--- config.mk ---
export PLATFORM = sky130hd
export DESIGN_NAME = serial_reg_file
export DESIGN_NICKNAME = d
export VERILOG_FILES = /design/src/rtl/serial_rf_pkg.sv /design/src/rtl/serial_beat_ctr.sv /design/src/rtl/serial_reg_file.sv
export SDC_FILE = /design/constraint.sdc
export NUM_CORES = 1
export LEC_CHECK = 0
export BUFFER_PORTS_ARGS = -buffer_cell sky130_fd_sc_hd__buf_2
export CAP_MARGIN = 20
export CORE_UTILIZATION = 57
export DETAILED_ROUTE_END_ITERATION = 12
export GPL_TIMING_DRIVEN = 0
export HOLD_SLACK_MARGIN = 0.12
export PLACE_DENSITY = 0.74
export SLEW_MARGIN = 20
export SYNTH_ARGS = -nofsm -noshare
export SYNTH_HDL_FRONTEND = slang
export SYNTH_SLANG_ARGS = --single-unit
--- constraint.sdc ---
create_clock -name clk -period 3.5 [get_ports clk]
set_input_delay 0.875 -clock clk [delete_from_list [all_inputs] [get_ports clk]]
set_output_delay 0.875 -clock clk [all_outputs]
set_load 0.05 [all_outputs]
--- src/rtl/serial_rf_pkg.sv ---
// Shared state encoding and parameter-derived sizing for the bit-serial register file.
package serial_rf_pkg;

   typedef enum logic {
      RF_IDLE = 1'b0,
      RF_RUN  = 1'b1
   } rf_state_t;

   // Number of beats needed to stream one full register.
   function automatic int rf_beats(input int xlen, input int slice);
      return xlen / slice;
   endfunction

   function automatic int rf_aw(input int nreg);
      return (nreg > 1) ? $clog2(nreg) : 1;
   endfunction

   // Width of a counter/index over n positions; never narrower than one bit.
   function automatic int rf_cw(input int n);
      return (n > 1) ? $clog2(n) : 1;
   endfunction

endpackage

--- src/rtl/serial_beat_ctr.sv ---
// Beat counter for serial transactions; also reused by the serial ALU sequencer.
module serial_beat_ctr
   import serial_rf_pkg::*;
#(
   parameter int BEATS = 16
) (
   input  logic                       clk,
   input  logic                       rst,
   input  logic                       clr,
   input  logic                       en,
   output logic [rf_cw(BEATS)-1:0]    cnt,
   output logic                       last
);

   localparam int CW = rf_cw(BEATS);
   localparam logic [CW-1:0] CNT_MAX = CW'(BEATS - 1);

   assign last = en && (cnt == CNT_MAX);

   // Wrap explicitly so non-power-of-two beat counts restart cleanly.
   always_ff @(posedge clk) begin
      if (rst || clr) begin
         cnt <= '0;
      end else if (en) begin
         cnt <= last ? '0 : cnt + 1'b1;
      end
   end

endmodule

--- src/rtl/serial_reg_file.sv ---
// Bit-serial register file: streams two source registers slice-by-slice and
// writes back one result slice per beat, with a parallel debug read port.
module serial_reg_file
   import serial_rf_pkg::*;
#(
   parameter int XLEN     = 16,
   parameter int NREG     = 8,
   parameter int SLICE    = 1,
   parameter int ZERO_REG = 1
) (
   input  logic                     clk,
   input  logic                     rst,
   input  logic                     start,
   input  logic [rf_aw(NREG)-1:0]   rs1,
   input  logic [rf_aw(NREG)-1:0]   rs2,
   input  logic [rf_aw(NREG)-1:0]   rd,
   input  logic                     rd_we,
   output logic                     ready,
   output logic                     busy,
   output logic                     last,
   output logic [SLICE-1:0]         rs1_slice,
   output logic [SLICE-1:0]         rs2_slice,
   input  logic [SLICE-1:0]         rd_slice,
   input  logic [rf_aw(NREG)-1:0]   dbg_addr,
   output logic [XLEN-1:0]          dbg_data
);

   localparam int BEATS = rf_beats(XLEN, SLICE);
   localparam int AW    = rf_aw(NREG);
   localparam int CW    = rf_cw(BEATS);
   localparam int BW    = rf_cw(XLEN);

   if (SLICE < 1 || (XLEN % SLICE) != 0) begin : g_bad_slice
      $error("serial_reg_file: SLICE must divide XLEN");
   end
   if (NREG < 2) begin : g_bad_nreg
      $error("serial_reg_file: NREG must be at least 2");
   end

   rf_state_t       state;
   logic [AW-1:0]   rs1_q, rs2_q, rd_q;
   logic            rd_we_q;
   logic [XLEN-1:0] regs [NREG];
   logic [CW-1:0]   cnt;
   logic [BW-1:0]   base;
   logic [XLEN-1:0] rs1_word, rs2_word;
   logic            accept, wr_en;

   function automatic logic is_zero(input logic [AW-1:0] a);
      return (ZERO_REG != 0) && (a == '0);
   endfunction

   assign busy   = (state == RF_RUN);
   assign ready  = (state == RF_IDLE) || last;
   assign accept = start && ready;
   assign base   = BW'(32'(cnt) * 32'(SLICE));

   assign rs1_word  = is_zero(rs1_q) ? '0 : regs[rs1_q];
   assign rs2_word  = is_zero(rs2_q) ? '0 : regs[rs2_q];
   assign rs1_slice = busy ? rs1_word[base +: SLICE] : '0;
   assign rs2_slice = busy ? rs2_word[base +: SLICE] : '0;
   assign dbg_data  = is_zero(dbg_addr) ? '0 : regs[dbg_addr];

   // Reads are combinational off the current beat, the write lands at the edge,
   // so rd == rs aliasing always streams the pre-transaction value.
   assign wr_en = busy && rd_we_q && !is_zero(rd_q);

   serial_beat_ctr #(.BEATS(BEATS)) u_ctr (
      .clk  (clk),
      .rst  (rst),
      .clr  (accept),
      .en   (busy),
      .cnt  (cnt),
      .last (last)
   );

   always_ff @(posedge clk) begin
      if (rst) begin
         state   <= RF_IDLE;
         rs1_q   <= '0;
         rs2_q   <= '0;
         rd_q    <= '0;
         rd_we_q <= 1'b0;
         for (int i = 0; i < NREG; i++) regs[i] <= '0;
      end else begin
         if (accept) begin
            state   <= RF_RUN;
            rs1_q   <= rs1;
            rs2_q   <= rs2;
            rd_q    <= rd;
            rd_we_q <= rd_we;
         end else if (last) begin
            state <= RF_IDLE;
         end
         if (wr_en) regs[rd_q][base +: SLICE] <= rd_slice;
      end
   end

endmodule

After elaboration in Yosys (flattened, before gate mapping) --
Memories as Yosys holds them, arrays and structs flattened. A register that Yosys moved wholly into a read port is not among the register bits. Index checks and enable logic that the tools add are counted.
Operators by class: reductions and logical operators 13, bitwise gates (word level) 1, add/subtract/negate cells 2, equal/unequal tests 1, mux-type cells 20, shift-type cells 4
Operator list (number):
- 16-bit two-way mux | 6
- 16-bit by 5-bit indexed part select with 1-bit output | 2
- 16-bit OR reduction | 1
- 1-bit by 6-bit variable shift with 16-bit output (first input constant) | 1
- 1-bit by 6-bit indexed part select with 16-bit output | 1
- 3-bit two-way mux | 5
- 3-bit zero test | 4
- 1-bit two-way mux | 8
- 4-bit negation with 6-bit output | 1
- 4-bit by 1-bit adder with 4-bit output (second input constant) | 1
- 4-bit == test (second input constant) | 1
- 1-bit logical AND | 4
- 4-bit two-way mux | 1
- 1-bit logical OR | 2
- 2-bit nonzero test | 1
- 1-bit zero test | 1
- 1-bit NOT | 1
Storage, ports and cells: flip-flop bits (word level) 15, bits in writable memories 128, memories kept 1, input port bits 17
Memory list:
- regs | words 8, width 16, rd ports 3, clocked after Yosys merged registers in 2, wr ports 8, RTL line serial_reg_file.sv:43 | logic [XLEN-1:0] regs [NREG];

Logic depth before layout (Yosys ltp) --
depth in word-level cells 8, mapped depth 12, gate-level depth less buffers 7

Modules after synthesis --
Synthesis repeated with hierarchy kept, for this count alone.
Unflattened totals: cells, all modules 858, area, all modules 9636.7 µm²
Modules (own cells, without submodules):
- serial_reg_file | area each 9440.3 µm², cells an instance 838, instances 1
- serial_beat_ctr | area each 196.4 µm², cells an instance 20, instances 1

Worst setup path before layout --
No wires, ideal clock.
path type input to output, start point in dbg_addr[0], end point out dbg_data[10], required time 2.625 ns, data arrival time 3.025 ns, cell stages on the path 5, path buffers 3, setup slack -0.400 ns, path through clkbuf_1 buf_1 clkbuf_1 a22oi_1 o21ai_0
Between the ends: cells in the longest elaborated chain, start to end 2
Ends and longest elaborated chain:
- from (decl) | RTL line serial_reg_file.sv:24 | input logic [rf_aw(NREG)-1:0] dbg_addr,
- memory read 8 x 16 bit / 3-bit zero test (equally long branches)
- 16-bit two-way mux (*) | RTL line serial_reg_file.sv:62 | assign dbg_data = is_zero(dbg_addr) ? '0 : regs[dbg_addr];
- to (decl) | RTL line serial_reg_file.sv:25 | output logic [XLEN-1:0] dbg_data
Every way passes the cells marked *; elsewhere a longest branch is shown, timed or not.

==> metrics.md <==
| Metric | Value |
|---|---|
| Cell area after synthesis | about 10000 sq um |
| Initial Util | 0.587 |
| Worst path slowest cell | mux4_2 |
| Drt first pass iters | 6 |
| Io pins | 38 |
| Flop pwr share | 0.429 |
| Non-Filler Instances | between 1k and 1.5k |
| Overflow left after global routing | 0 |
| Cells along the critical path | buf_8 -> buf_12 -> mux4_2 -> mux4_2 -> o211ai_1 -> a211oi_2 -> buf_6 |
| WHS | ~0.46 ns |
| Slew @ Worst Pin | roughly 1.2 ns |
| Via density | around 7 |
| Switching share of power | 0.281 |
| Post-synthesis sequential area ratio | 0.436 |
| Post-DRT Antenna Nets | 0 |
| Chip Height | approximately 130 microns |
| P_sw | 1350 uW |
| CP Data Arrival Time | 2.71 ns |
| Initial antenna violation count | 0 |
| Failing checks | negative setup slack |
| Synth top area cells | edfxtp_1 (39%), mux4_2 (18%), a21o_1 (4.9%) |
| Power Total | 4800 uW |
| Distinct cell type count after synthesis | between 60 and 70 |
| First-pass GRT wire length | around 52 mm |
| Commonest non-fill, non-tap cell in the layout | edfxtp_1 |
| Pin count of the biggest net entering global routing | 18 |
| Final worst setup slack | -0.0829 ns |
| Post-synth top area share | 0.393 |
| GRT Util Overall | 0.421 |
| Dpl cells | 1134 |
| Cell taking the most area after synthesis | edfxtp_1 |
| Achievable Freq | between 200 and 300 MHz |
| Worst-path fanout max | 8 |
| RSZ-0062 raised after global routing | true |
| Int Power | around 3500 uW |
| LEAKAGE | about 0.0040 uW |
| Total CTS buffers | 17 |
| Clk network pwr share | 0.398 |
| Post-route minimum period | ~3.6 ns |
| CP Data Required Time | approximately 2.6 ns |
| Synth async-reset ratio | 0 |
| Slew headroom | 0.225 |
| Syn_area_per_cell | between 10 and 15 sq um |
| Hold path cells | 2 |
| DR DRC count | 0 |
| Clock sinks | around 150 |
| ANT cells | 0 |
| Critical path capture point type | output port |
| Die width | 133 microns |
| Max-slew violation count | 0 |
| Area after DPL | a little over 10000 sq um |
| Clock-pin slew on the worst setup and hold paths | about 0.06 ns |
| Design area | between 10000 and 15000 sq um |
| Final Skew | around 0.012 ns |
| Die area | 17700 sq um |
| Clk_lat worst skew | approximately 0.44 ns |
| Worst setup SP type | register |
| Number of synthesized flops with an enable pin | about 130 |
| HPWL after DPL | between 20 and 25 mm |
| WS Path Type | reg2out |
| MaxCap Viol Count | 0 |
| Final-report hold violation count | 0 |
| Final core utilization | 0.677 |
| Synthesized instance count | between 800 and 900 |
| H-Tree Depth | 4 |
| Hold_buf cts | 0 |
| CTS Root Cell | clkbuf_16 |
| Top FF cell, synth | edfxtp_1 |
| DR iter-0 viols | around 1.3k |
| Reg2Reg Depth | 7 |
| Area Overhead vs Synth | 15.3% |
| Hold Crit Class | reg2reg |
| Comb power frac | 0.173 |
| Std cell rows | between 40 and 50 |
| Status | finished, violations left |
| CTS tree | yes |
| IO Port Bufs | 35 |
| Worst IR drop on VDD | between 0.3 and 0.4 mV |
| CTS Buffer Depth | 2 |
| Final period util | 1.02 |
| Routed vias | about 8.4k |
| Power Density | around 430 nW/um^2 |
| Layout cell share with drive strength beyond 1 | 0.280 |
| Vias in the first global route | 8103 |
| Register bit total from synthesis | between 100 and 150 |
| Highest cell delay on the worst timing path | ~0.55 ns |
| Gp weighted congestion | around 0.99 |
| Routed WL per cell | roughly 31 microns |
| Synth warn | 0 |
| Commonest cells after routing, fill and taps aside | edfxtp_1 (128), nor2_1 (117), mux4_2 (77) |
| # setup viols final | 2 |
| Final #Nets | ~960 |
| CORE AREA | between 15000 and 20000 sq um |
| CP dominant cell by count | mux4_2 |
| WL final | approximately 36 mm |
[cell usage after synthesis (5+ instances only)]
| library cell | instances |
|---|---|
| a21o_1 | 64 |
| a21oi_1 | 22 |
| a221oi_1 | 5 |
| a22oi_1 | 20 |
| buf_1 | 10 |
| buf_2 | 20 |
| buf_4 | 5 |
| clkbuf_1 | 74 |
| dfxtp_1 | 21 |
| edfxtp_1 | 128 |
| inv_1 | 7 |
| mux2_2 | 17 |
| mux2i_1 | 31 |
| mux4_2 | 77 |
| nand2_1 | 55 |
| nand3_1 | 9 |
| nand3b_1 | 5 |
| nor2_1 | 118 |
| nor2_2 | 8 |
| nor2b_1 | 6 |
| nor3_1 | 6 |
| o21ai_0 | 19 |
| o21bai_1 | 49 |
| or2_1 | 5 |
| or3_1 | 5 |
[flip-flops by register name, indices dropped and copies added (netlist names), named ones only]
name / flops
busy: 1
rd_q: 3
rd_we_q: 1
regs: 128
rs1_q: 3
rs2_q: 3
u_ctr.cnt: 4
[metrics by stage]
step | setup TNS (ns) | worst slack (ns)
final | -0.101 | -0.0829
after global routing | -0.122 | -0.0708
after CTS | -0.0675 | -0.0675
after detailed placement | -8.76 | -0.681
after global placement | -8.77 | -0.701
after floorplan | -0.0251 | -0.0251
[path summary, 6_finish.rpt]
| check | from | slack [ns] | endpoint |
|---|---|---|---|
| min | rd_we_q$_SDFFE_PP0P_ | 0.46 | rd_we_q$_SDFFE_PP0P_ |
| max reg2reg | u_ctr.cnt[0]$_SDFFE_PP0P_ | 0.21 | regs[1][10]$_SDFFCE_PN0P_ |
| max | register | -0.08 | rs2_slice |
| min reg2reg | rd_we_q$_SDFFE_PP0P_ | 0.46 | rd_we_q$_SDFFE_PP0P_ |
[critical path: cells and delay by family (launching register included)]
family / cells / cell delay, ns
AOI/OAI and AO/OA: 2 / 0.46
DFF: 1 / 0.33
buffers and inverters: 3 / 0.43
muxes: 2 / 1.03
[final cells by class]
type / count / area, sq um
timing repair buffer: 46 / 283
multi-input combinational: 608 / 5190
clock buffer: 17 / 425
buffer: 110 / 612
tap: 220 / 275
inverter: 8 / 30.0
fill: 1287 / 5380
clock inverter: 15 / 179
sequential: 149 / 4270
[logic make-up after synthesis]
group,count (synthesis),synth area share
AO/OA/AOI/OAI,206,0.151
XOR/XNOR,2,0.00179
adder cells (fa/ha/maj),4,0.00512
buffers and inverters,119,0.0517
flip-flops,149,0.436
multiplexers,125,0.229
other,1,0.000384
AND/OR/NAND/NOR,255,0.125
[power groups by stage]
stage / sequential (uW) / clock, uW / combinational [uW]
2_1_floorplan: 2070 / 0 / 525
3_3_place_gp: 2080 / 0 / 743
3_5_place_dp: 2090 / 0 / 753
4_1_cts: 2050 / 1910 / 798
5_1_grt: 2060 / 1960 / 854
6_report: 2060 / 1910 / 831
[what timing repair did]
action / in CTS / in global routing
resized for setup: 69 / 8
pin swaps: 4 / 2
buffers inserted: 5 / 3
hold endpoints to repair: 0 / 0
setup endpoints to repair: 19 / 4
[routing by layer]
metal / part of all wire / up-vias / routed length, microns / track usage
li1: - / 3402 / - / -
met1: 0.34 / 4062 / 12100 / 0.536
met2: 0.43 / 768 / 15400 / 0.608
met3: 0.15 / 202 / 5340 / 0.135
met4: 0.083 / 0 / 2990 / 0.303
met5: 0 / - / 0 / 0
(Power assumes the default switching activity.)
